==> src/rtl/fpmul_pkg.sv <==
// fpmul_pkg: flag bit positions, arbiter FSM states and the all-ones exponent helper.
package fpmul_pkg;
  localparam int FLG_INF  = 4;
  localparam int FLG_NAN  = 3;
  localparam int FLG_ZERO = 2;
  localparam int FLG_OVF  = 1;
  localparam int FLG_UNF  = 0;
  typedef enum logic [1:0] {IDLE, CALC, DONE} state_t;
  function automatic logic [31:0] exp_ones(input int unsigned w);
    return (32'd1 << w) - 32'd1;
  endfunction
endpackage

==> src/rtl/fpmul_arbiter_if.sv <==
// fpmul_arbiter_if: two request channels (valid/ready/x/y), one tagged response channel
// (valid/ready/id/result/flags) and the op_count status; slave = arbiter side, master = environment side.
interface fpmul_arbiter_if #(parameter int BITS = 32);
  logic            req0_valid, req0_ready, req1_valid, req1_ready;
  logic [BITS-1:0] req0_x, req0_y, req1_x, req1_y;
  logic            resp_valid, resp_ready, resp_id;
  logic [BITS-1:0] resp_result;
  logic [4:0]      resp_flags;
  logic [15:0]     op_count;
  modport slave (
    input  req0_valid, req0_x, req0_y, req1_valid, req1_x, req1_y, resp_ready,
    output req0_ready, req1_ready, resp_valid, resp_id, resp_result, resp_flags, op_count
  );
  modport master (
    output req0_valid, req0_x, req0_y, req1_valid, req1_x, req1_y, resp_ready,
    input  req0_ready, req1_ready, resp_valid, resp_id, resp_result, resp_flags, op_count
  );
endinterface

==> src/rtl/fp_mul_core.sv <==
// fp_mul_core: combinational truncating FP multiply; x_i, y_i -> result_o, flags_o {inf,nan,zero,ovf,unf}.
module fp_mul_core import fpmul_pkg::*; #(
  parameter int EXP  = 8,
  parameter int MAN  = 23,
  parameter int BITS = MAN + EXP + 1,
  parameter int BIAS = 2 ** (EXP - 1) - 1
) (
  input  logic [BITS-1:0] x_i,
  input  logic [BITS-1:0] y_i,
  output logic [BITS-1:0] result_o,
  output logic [4:0]      flags_o
);
  localparam logic [EXP-1:0]  EMAX    = EXP'(exp_ones(EXP));
  localparam logic [BITS-1:0] INF_RES = {1'b0, EMAX, {MAN{1'b0}}};
  logic xs, ys;
  logic [EXP-1:0] ex, ey, pe;
  logic [MAN-1:0] mx, my, pm;
  logic [2*MAN+1:0] prod;
  logic [EXP:0] esum;
  logic zero, nan, inf, unf, ovf;
  assign {xs, ex, mx} = x_i;
  assign {ys, ey, my} = y_i;
  assign prod = {{(MAN+1){1'b0}}, 1'b1, mx} * {{(MAN+1){1'b0}}, 1'b1, my};
  assign esum = {1'b0, ex} + {1'b0, ey};
  // Product in [2,4) is renormalised by one position, bumping the exponent.
  assign pe = ex + ey - EXP'(BIAS) + {{(EXP-1){1'b0}}, prod[2*MAN+1]};
  assign pm = prod[2*MAN+1] ? prod[2*MAN:MAN+1] : prod[2*MAN-1:MAN];
  assign zero = (x_i[BITS-2:0] == '0) | (y_i[BITS-2:0] == '0) | ({pe, pm} == '0);
  assign nan  = (ex == EMAX && mx != '0) | (ey == EMAX && my != '0) | (pe == EMAX && pm != '0);
  assign inf  = (ex == EMAX && mx == '0) | (ey == EMAX && my == '0) | (pe == EMAX && pm == '0);
  assign unf  = esum < (EXP+1)'(BIAS);
  assign ovf  = esum > (EXP+1)'(3 * BIAS);
  always_comb begin
    flags_o  = '0;
    result_o = {xs ^ ys, pe, pm};
    if (zero) begin
      flags_o[FLG_ZERO] = 1'b1;
      result_o = '0;
    end else if (nan) begin
      flags_o[FLG_NAN] = 1'b1;
      result_o = INF_RES;
    end else if (inf) begin
      flags_o[FLG_INF] = 1'b1;
      result_o = INF_RES;
    end else if (unf) begin
      flags_o[FLG_UNF] = 1'b1;
      result_o = '0;
    end else if (ovf) begin
      flags_o[FLG_OVF] = 1'b1;
      result_o = INF_RES;
    end
  end
endmodule

==> src/rtl/fpmul_arbiter.sv <==
// fpmul_arbiter: round-robin share of one registered fp_mul_core between two requesters.
// Ports: clk, resetn (sync, active-low), bus (fpmul_arbiter_if.slave: req0/req1 channels, response channel, op_count).
module fpmul_arbiter import fpmul_pkg::*; #(
  parameter int EXP  = 8,
  parameter int MAN  = 23,
  parameter int BITS = MAN + EXP + 1,
  parameter int BIAS = 2 ** (EXP - 1) - 1
) (
  input logic              clk,
  input logic              resetn,
  fpmul_arbiter_if.slave   bus
);
  state_t state_q, state_d;
  logic rr_q, id_q;
  logic [BITS-1:0] x_q, y_q, res_q, core_res;
  logic [4:0] flg_q, core_flg;
  logic [15:0] cnt_q;
  logic idle, g0, g1, acc, hs;
  fp_mul_core #(.EXP(EXP), .MAN(MAN), .BITS(BITS), .BIAS(BIAS)) u_core (
    .x_i(x_q), .y_i(y_q), .result_o(core_res), .flags_o(core_flg)
  );
  // rr_q names the requester that wins when both are valid.
  assign g0   = bus.req0_valid & (~bus.req1_valid | ~rr_q);
  assign g1   = bus.req1_valid & (~bus.req0_valid | rr_q);
  assign idle = state_q == IDLE;
  assign acc  = idle & (g0 | g1);
  assign hs   = (state_q == DONE) & bus.resp_ready;
  always_comb begin
    state_d = state_q;
    case (state_q)
      IDLE:    state_d = acc ? CALC : IDLE;
      CALC:    state_d = DONE;
      DONE:    state_d = hs ? IDLE : DONE;
      default: state_d = IDLE;
    endcase
  end
  always_ff @(posedge clk) begin
    if (!resetn) begin
      state_q <= IDLE;
      rr_q    <= 1'b0;
      id_q    <= 1'b0;
      x_q     <= '0;
      y_q     <= '0;
      res_q   <= '0;
      flg_q   <= '0;
      cnt_q   <= '0;
    end else begin
      state_q <= state_d;
      if (acc) begin
        x_q  <= g1 ? bus.req1_x : bus.req0_x;
        y_q  <= g1 ? bus.req1_y : bus.req0_y;
        id_q <= g1;
        rr_q <= ~g1;
      end
      if (state_q == CALC) begin
        res_q <= core_res;
        flg_q <= core_flg;
      end
      if (hs) cnt_q <= cnt_q + 16'd1;
    end
  end
  assign bus.req0_ready  = resetn & idle & g0;
  assign bus.req1_ready  = resetn & idle & g1;
  assign bus.resp_valid  = state_q == DONE;
  assign bus.resp_id     = id_q;
  assign bus.resp_result = res_q;
  assign bus.resp_flags  = flg_q;
  assign bus.op_count    = cnt_q;
endmodule

==> src/flat_wrapper.sv <==
// flat-port wrapper written by rule: the top's interface ports become plain ports
module fpmul_arbiter_flat import fpmul_pkg::*;
#(
  parameter int EXP  = 8,
  parameter int MAN  = 23,
  parameter int BITS = MAN + EXP + 1,
  parameter int BIAS = 2 ** (EXP - 1) - 1
)
  (clk, resetn, bus_req0_valid, bus_req0_x, bus_req0_y, bus_req1_valid, bus_req1_x, bus_req1_y, bus_resp_ready, bus_req0_ready, bus_req1_ready, bus_resp_valid, bus_resp_id, bus_resp_result, bus_resp_flags, bus_op_count);
  fpmul_arbiter_if #(.BITS(BITS)) bus_i ();
  input logic clk;
  input logic resetn;
  input wire logic [$bits(bus_i.req0_valid)-1:0] bus_req0_valid;
  input wire logic [$bits(bus_i.req0_x)-1:0] bus_req0_x;
  input wire logic [$bits(bus_i.req0_y)-1:0] bus_req0_y;
  input wire logic [$bits(bus_i.req1_valid)-1:0] bus_req1_valid;
  input wire logic [$bits(bus_i.req1_x)-1:0] bus_req1_x;
  input wire logic [$bits(bus_i.req1_y)-1:0] bus_req1_y;
  input wire logic [$bits(bus_i.resp_ready)-1:0] bus_resp_ready;
  output wire logic [$bits(bus_i.req0_ready)-1:0] bus_req0_ready;
  output wire logic [$bits(bus_i.req1_ready)-1:0] bus_req1_ready;
  output wire logic [$bits(bus_i.resp_valid)-1:0] bus_resp_valid;
  output wire logic [$bits(bus_i.resp_id)-1:0] bus_resp_id;
  output wire logic [$bits(bus_i.resp_result)-1:0] bus_resp_result;
  output wire logic [$bits(bus_i.resp_flags)-1:0] bus_resp_flags;
  output wire logic [$bits(bus_i.op_count)-1:0] bus_op_count;
  assign bus_i.req0_valid = bus_req0_valid;
  assign bus_i.req0_x = bus_req0_x;
  assign bus_i.req0_y = bus_req0_y;
  assign bus_i.req1_valid = bus_req1_valid;
  assign bus_i.req1_x = bus_req1_x;
  assign bus_i.req1_y = bus_req1_y;
  assign bus_i.resp_ready = bus_resp_ready;
  assign bus_req0_ready = bus_i.req0_ready;
  assign bus_req1_ready = bus_i.req1_ready;
  assign bus_resp_valid = bus_i.resp_valid;
  assign bus_resp_id = bus_i.resp_id;
  assign bus_resp_result = bus_i.resp_result;
  assign bus_resp_flags = bus_i.resp_flags;
  assign bus_op_count = bus_i.op_count;
  fpmul_arbiter #(.EXP(EXP), .MAN(MAN), .BITS(BITS), .BIAS(BIAS)) u_core (.clk(clk), .resetn(resetn), .bus(bus_i));
endmodule
==> config.mk <==
export PLATFORM = sky130hd
export DESIGN_NAME = fpmul_arbiter_flat
export DESIGN_NICKNAME = d
export VERILOG_FILES = /design/src/rtl/fpmul_pkg.sv /design/src/rtl/fpmul_arbiter_if.sv /design/src/rtl/fp_mul_core.sv /design/src/rtl/fpmul_arbiter.sv /design/src/flat_wrapper.sv
export SDC_FILE = /design/constraint.sdc
export NUM_CORES = 2
export LEC_CHECK = 0
export CAP_MARGIN = 20
export CELL_PAD_IN_SITES_DETAIL_PLACEMENT = 0
export CELL_PAD_IN_SITES_GLOBAL_PLACEMENT = 1
export CORE_ASPECT_RATIO = 2
export CORE_UTILIZATION = 51
export DETAILED_ROUTE_END_ITERATION = 8
export GPL_TIMING_DRIVEN = 0
export PLACE_DENSITY_LB_ADDON = 0.12
export REMOVE_ABC_BUFFERS = 1
export SLEW_MARGIN = 40
export SYNTH_ARGS = -nofsm -noshare
export SYNTH_HDL_FRONTEND = slang
export SYNTH_SLANG_ARGS = --single-unit
==> constraint.sdc <==
create_clock -name clk -period 20.7 [get_ports clk]
set_input_delay 4.14 -clock clk [delete_from_list [all_inputs] [get_ports clk]]
set_output_delay 4.14 -clock clk [all_outputs]
set_load 0.05 [all_outputs]
==> key figures <==
Detailed routing
  • Drt total wl: 79390 µm
  • Antenna Nets Post-Route: 0
  • DR DRC count: 0
  • DR vias/cell: 5.720
  • Initial drt markers: 1196
  • TritonRoute pass-1 iters: 6
  • DR vias: 20.12k
  • Wire per inst: 22.57 µm

Finish
  • Multi-input gate area: 19450 µm²
  • Fraction of layout cells with a size suffix above 1: 0.04229
  • Ant diodes: 0
  • Syn-to-layout area delta: 12.20%
  • Finished Layout Cells: 3517
  • FILL cells: 4447
  • Nets: 3680
  • Register area: 2480 µm²

Timing
  • Fin. Hold Viols: 0
  • Fin crit share: 0.5567
  • Worst Max-Slew Pin Slew: 0.8645 ns
  • Slew Viols, Final: 0
  • Worst Clk Skew: 0.01471 ns
  • RSZ-0062 raised after global routing: false
  • Relative slew margins: 0.4237
  • Setup violators final: 0
  • Final min period: 11.52 ns
  • Setup TNS Final: 0 ns
  • Max Freq: 0.08678 GHz

Yosys
  • Post-synth top area cell: fa_1
  • Synth Instances: 2806
  • Post-Synth XOR/XNOR Area: 0.01747
  • Synthesized flop and latch total: 121
  • Number of synthesized flops with an enable pin: 0
  • Yosys cell types: 78
  • Synth async-reset ratio: 0
  • Syn Area/Cell: 8.757 µm²
  • Post-synthesis adder-cell area fraction: 0.4931
  • Mapped cell area: 24570 µm²
  • Compound-cell area share of the yosys netlist: 0.09110
  • Synth Flop Type: dfxtp_1
  • Sequential area share after synthesis: 0.09858
  • Synth Area in Simple Gates: 0.1783
  • Dominant cells by area after synthesis: fa_1 40%, dfxtp_1 9.9%, ha_1 9.5%
  • Yosys top cell area share: 0.3984
  • Synthesis Warnings: 0
  • Post-synthesis mux area share: 0.009879
  • Largest family of logic cells by synthesized area: adder cells

Worst setup path
  • Worst r2r path cells: 38
  • Critical path class: flop to flop
  • Register-to-register setup slack: 9.18 ns
  • Critical Path Fanout Max: 28
  • Max stage delay on crit path: 0.80 ns
  • RR Endpoint: u_core.bus.resp_result[1]
  • Worst Setup SP: u_core.y_q[8]
  • Worst Path Arrival: 11.88 ns
  • Crit path capture: u_core.bus.resp_result[1]
  • Critical Path RT: 21.06 ns
  • Startpoint Class: flop
  • Most used cell, CP: inv_1
  • CP max-delay cell: dfxtp_2
  • CP Capture Type: flop
  • FF-to-FF Start: u_core.y_q[8]

Hold path
  • Hold WC Path Type: flop to flop

Clocking
  • CTS tree: built
  • CTS buffer count: 17
  • Clk buf depth: 2
  • CTS H-tree depth: 4
  • Post CTS Setup Buffer Count: 0
  • # hold bufs at CTS: 0
  • Clock transition at path regs: 0.06 ns
  • Post_cts resized: 0
  • Clock root buffer: clkbuf_16
  • CTS Sinks: 121
  • Skew-Pair Late Insertion Delay: 0.46 ns

Placement
  • Routability-driven placement congestion ratio: 0.9154
  • Port bufs: 189
  • Inst Count DP: 3485
  • Final HPWL DP: 62260 µm

Power and ir drop
  • Pleak: 12.91 nW
  • Peak supply drop: 56.23 µV
  • PD cells: 65.25 nW/µm²
  • Overall power: 1.799 mW

GRT
  • Grt total ovfl: 0
  • GRT Resource Usage Total: 0.3376
  • First-pass GRT wire length: 121900 µm
  • Antenna violations before repair: 1
  • Largest net degree at the start of global routing: 46
  • Vias in the first global route: 22.04k

Die
  • DIE HEIGHT: 312.4 µm
  • Die width: 157.2 µm
  • Total Die Area: 49110 µm²
  • Rows: 113
  • IO Count: 190
  • Core Region: 47510 µm²
  • Initial Utilization: 0.5172

Flow run
  • Max_cap viols: 0

Outcome
  • Status: complete, no violations
==> worst max-delay path, delay by kind of cell, from the launching register on <==
kind / cells / cell delay [ns]
flip-flops: 1 / 0.80
XOR/XNOR: 1 / 0.19
AO/OA/AOI/OAI: 8 / 2.38
AND/OR/NAND/NOR: 8 / 2.05
buffers and inverters: 10 / 1.21
adder cells (fa/ha/maj): 11 / 4.78
==> worst min-delay path by stage <==
| stage | from | endpoint | slack [ns] | cells after the start |
|---|---|---|---|---|
| after detailed placement | u_core.bus.resp_id | u_core.bus.resp_id | 0.44 | 1 |
| after global routing | u_core.bus.resp_id | u_core.bus.resp_id | 0.49 | 1 |
| after floorplan | u_core.rr_q | u_core.rr_q | 0.44 | 1 |
| final | u_core.bus.resp_result[15] | u_core.bus.resp_result[15] | 0.46 | 2 |
| after CTS | u_core.bus.resp_id | u_core.bus.resp_id | 0.46 | 1 |
| after global placement | u_core.bus.resp_result[31] | u_core.bus.resp_result[31] | 0.44 | 2 |
==> registers in the layout, indices dropped and copies added, names as in the netlist <==
signal                  cells
u_core.bus.resp_flags       5
u_core.bus.resp_result     32
u_core.x_q                 32
u_core.y_q                 32
u_core.rr_q                 1
u_core.state_q              2
u_core.bus.op_count        16
u_core.bus.resp_id          1
==> per-layer routing <==
layer,GRT usage,wire length (µm),share of wire
met1,0.3281,24950,0.31
met2,0.6476,44400,0.56
met3,0.03300,3749,0.047
met4,0.2387,6289,0.079
met5,0,0,0
==> report_power, final <==
group / leakage, nW / switching [mW] / total (mW) / internal [mW]
Clock: 0.295 / 0.140 / 0.323 / 0.182
Sequential: 1.00 / 0.107 / 0.359 / 0.252
Combinational: 11.6 / 0.703 / 1.12 / 0.415
==> logic make-up after synthesis <==
| kind of cell | count (synthesis) |
|---|---|
| buffers and inverters | 716 |
| and+or+nand+nor | 906 |
| muxes | 24 |
| AOI/OAI and AO/OA | 315 |
| DFF | 121 |
| adders and majority gates | 675 |
| xor gates and xnor gates | 49 |
==> layout make-up <==
type                    instances  area share
multi-input cells            1969      0.7057
flip-flops and latches        121     0.08996
inverters                     564     0.07688
repair buffers                199     0.07670
well taps                     632     0.02868
clock buffers                  17     0.01543
clock inverters                15    0.006626
==> cell usage after synthesis, drive strengths merged, types with 3 or more instances <==
| master | n |
|---|---|
| a222oi | 48 |
| a211o | 3 |
| dfxtp | 121 |
| o211ai | 5 |
| and4 | 9 |
| buf | 17 |
| nor2 | 148 |
| a32o | 5 |
| a22o | 10 |
| xor2 | 28 |
| a31o | 3 |
| o21bai | 5 |
| nand4 | 25 |
| a2111oi | 3 |
| xnor2 | 21 |
| nor2b | 6 |
| clkbuf | 135 |
| a21boi | 3 |
| mux2i | 22 |
| a21o | 16 |
| and3 | 7 |
| nand2 | 377 |
| and2 | 255 |
| inv | 563 |
| nor4 | 20 |
| a221oi | 4 |
| o31ai | 8 |
| nor3 | 18 |
| fa | 489 |
| a22oi | 17 |
| a21oi | 67 |
| nand3 | 23 |
| nand2b | 6 |
| a211oi | 7 |
| ha | 186 |
| o21a | 6 |
| o21ai | 76 |
| a31oi | 13 |
==> layout by cell type (no fill, tap or decap), drive strengths merged, types with 20 or more instances in the layout <==
cell	instances
nand4	25
o21ai	76
clkdlybuf4s50	189
a21oi	67
xor2	28
inv	571
nand2	377
and2	255
nor2	148
xnor2	21
dfxtp	121
fa	489
ha	186
mux2i	22
a222oi	48
nor4	20
nand3	23
==> per-stage QoR <==
step	setup slack (ns)	cell area (µm²)	util	hold slack, ns
CTS	9.183	27560	0.5802	0.4614
global placement	6.896	26630	0.5606	0.4402
global route	8.464	27570	0.5803	0.4866
floorplan	9.823	23950	-	0.4405
finish	9.177	27570	0.5803	0.4618
detailed placement	9.225	26950	0.5674	0.4442
Power figures use the tool's default switching activity.
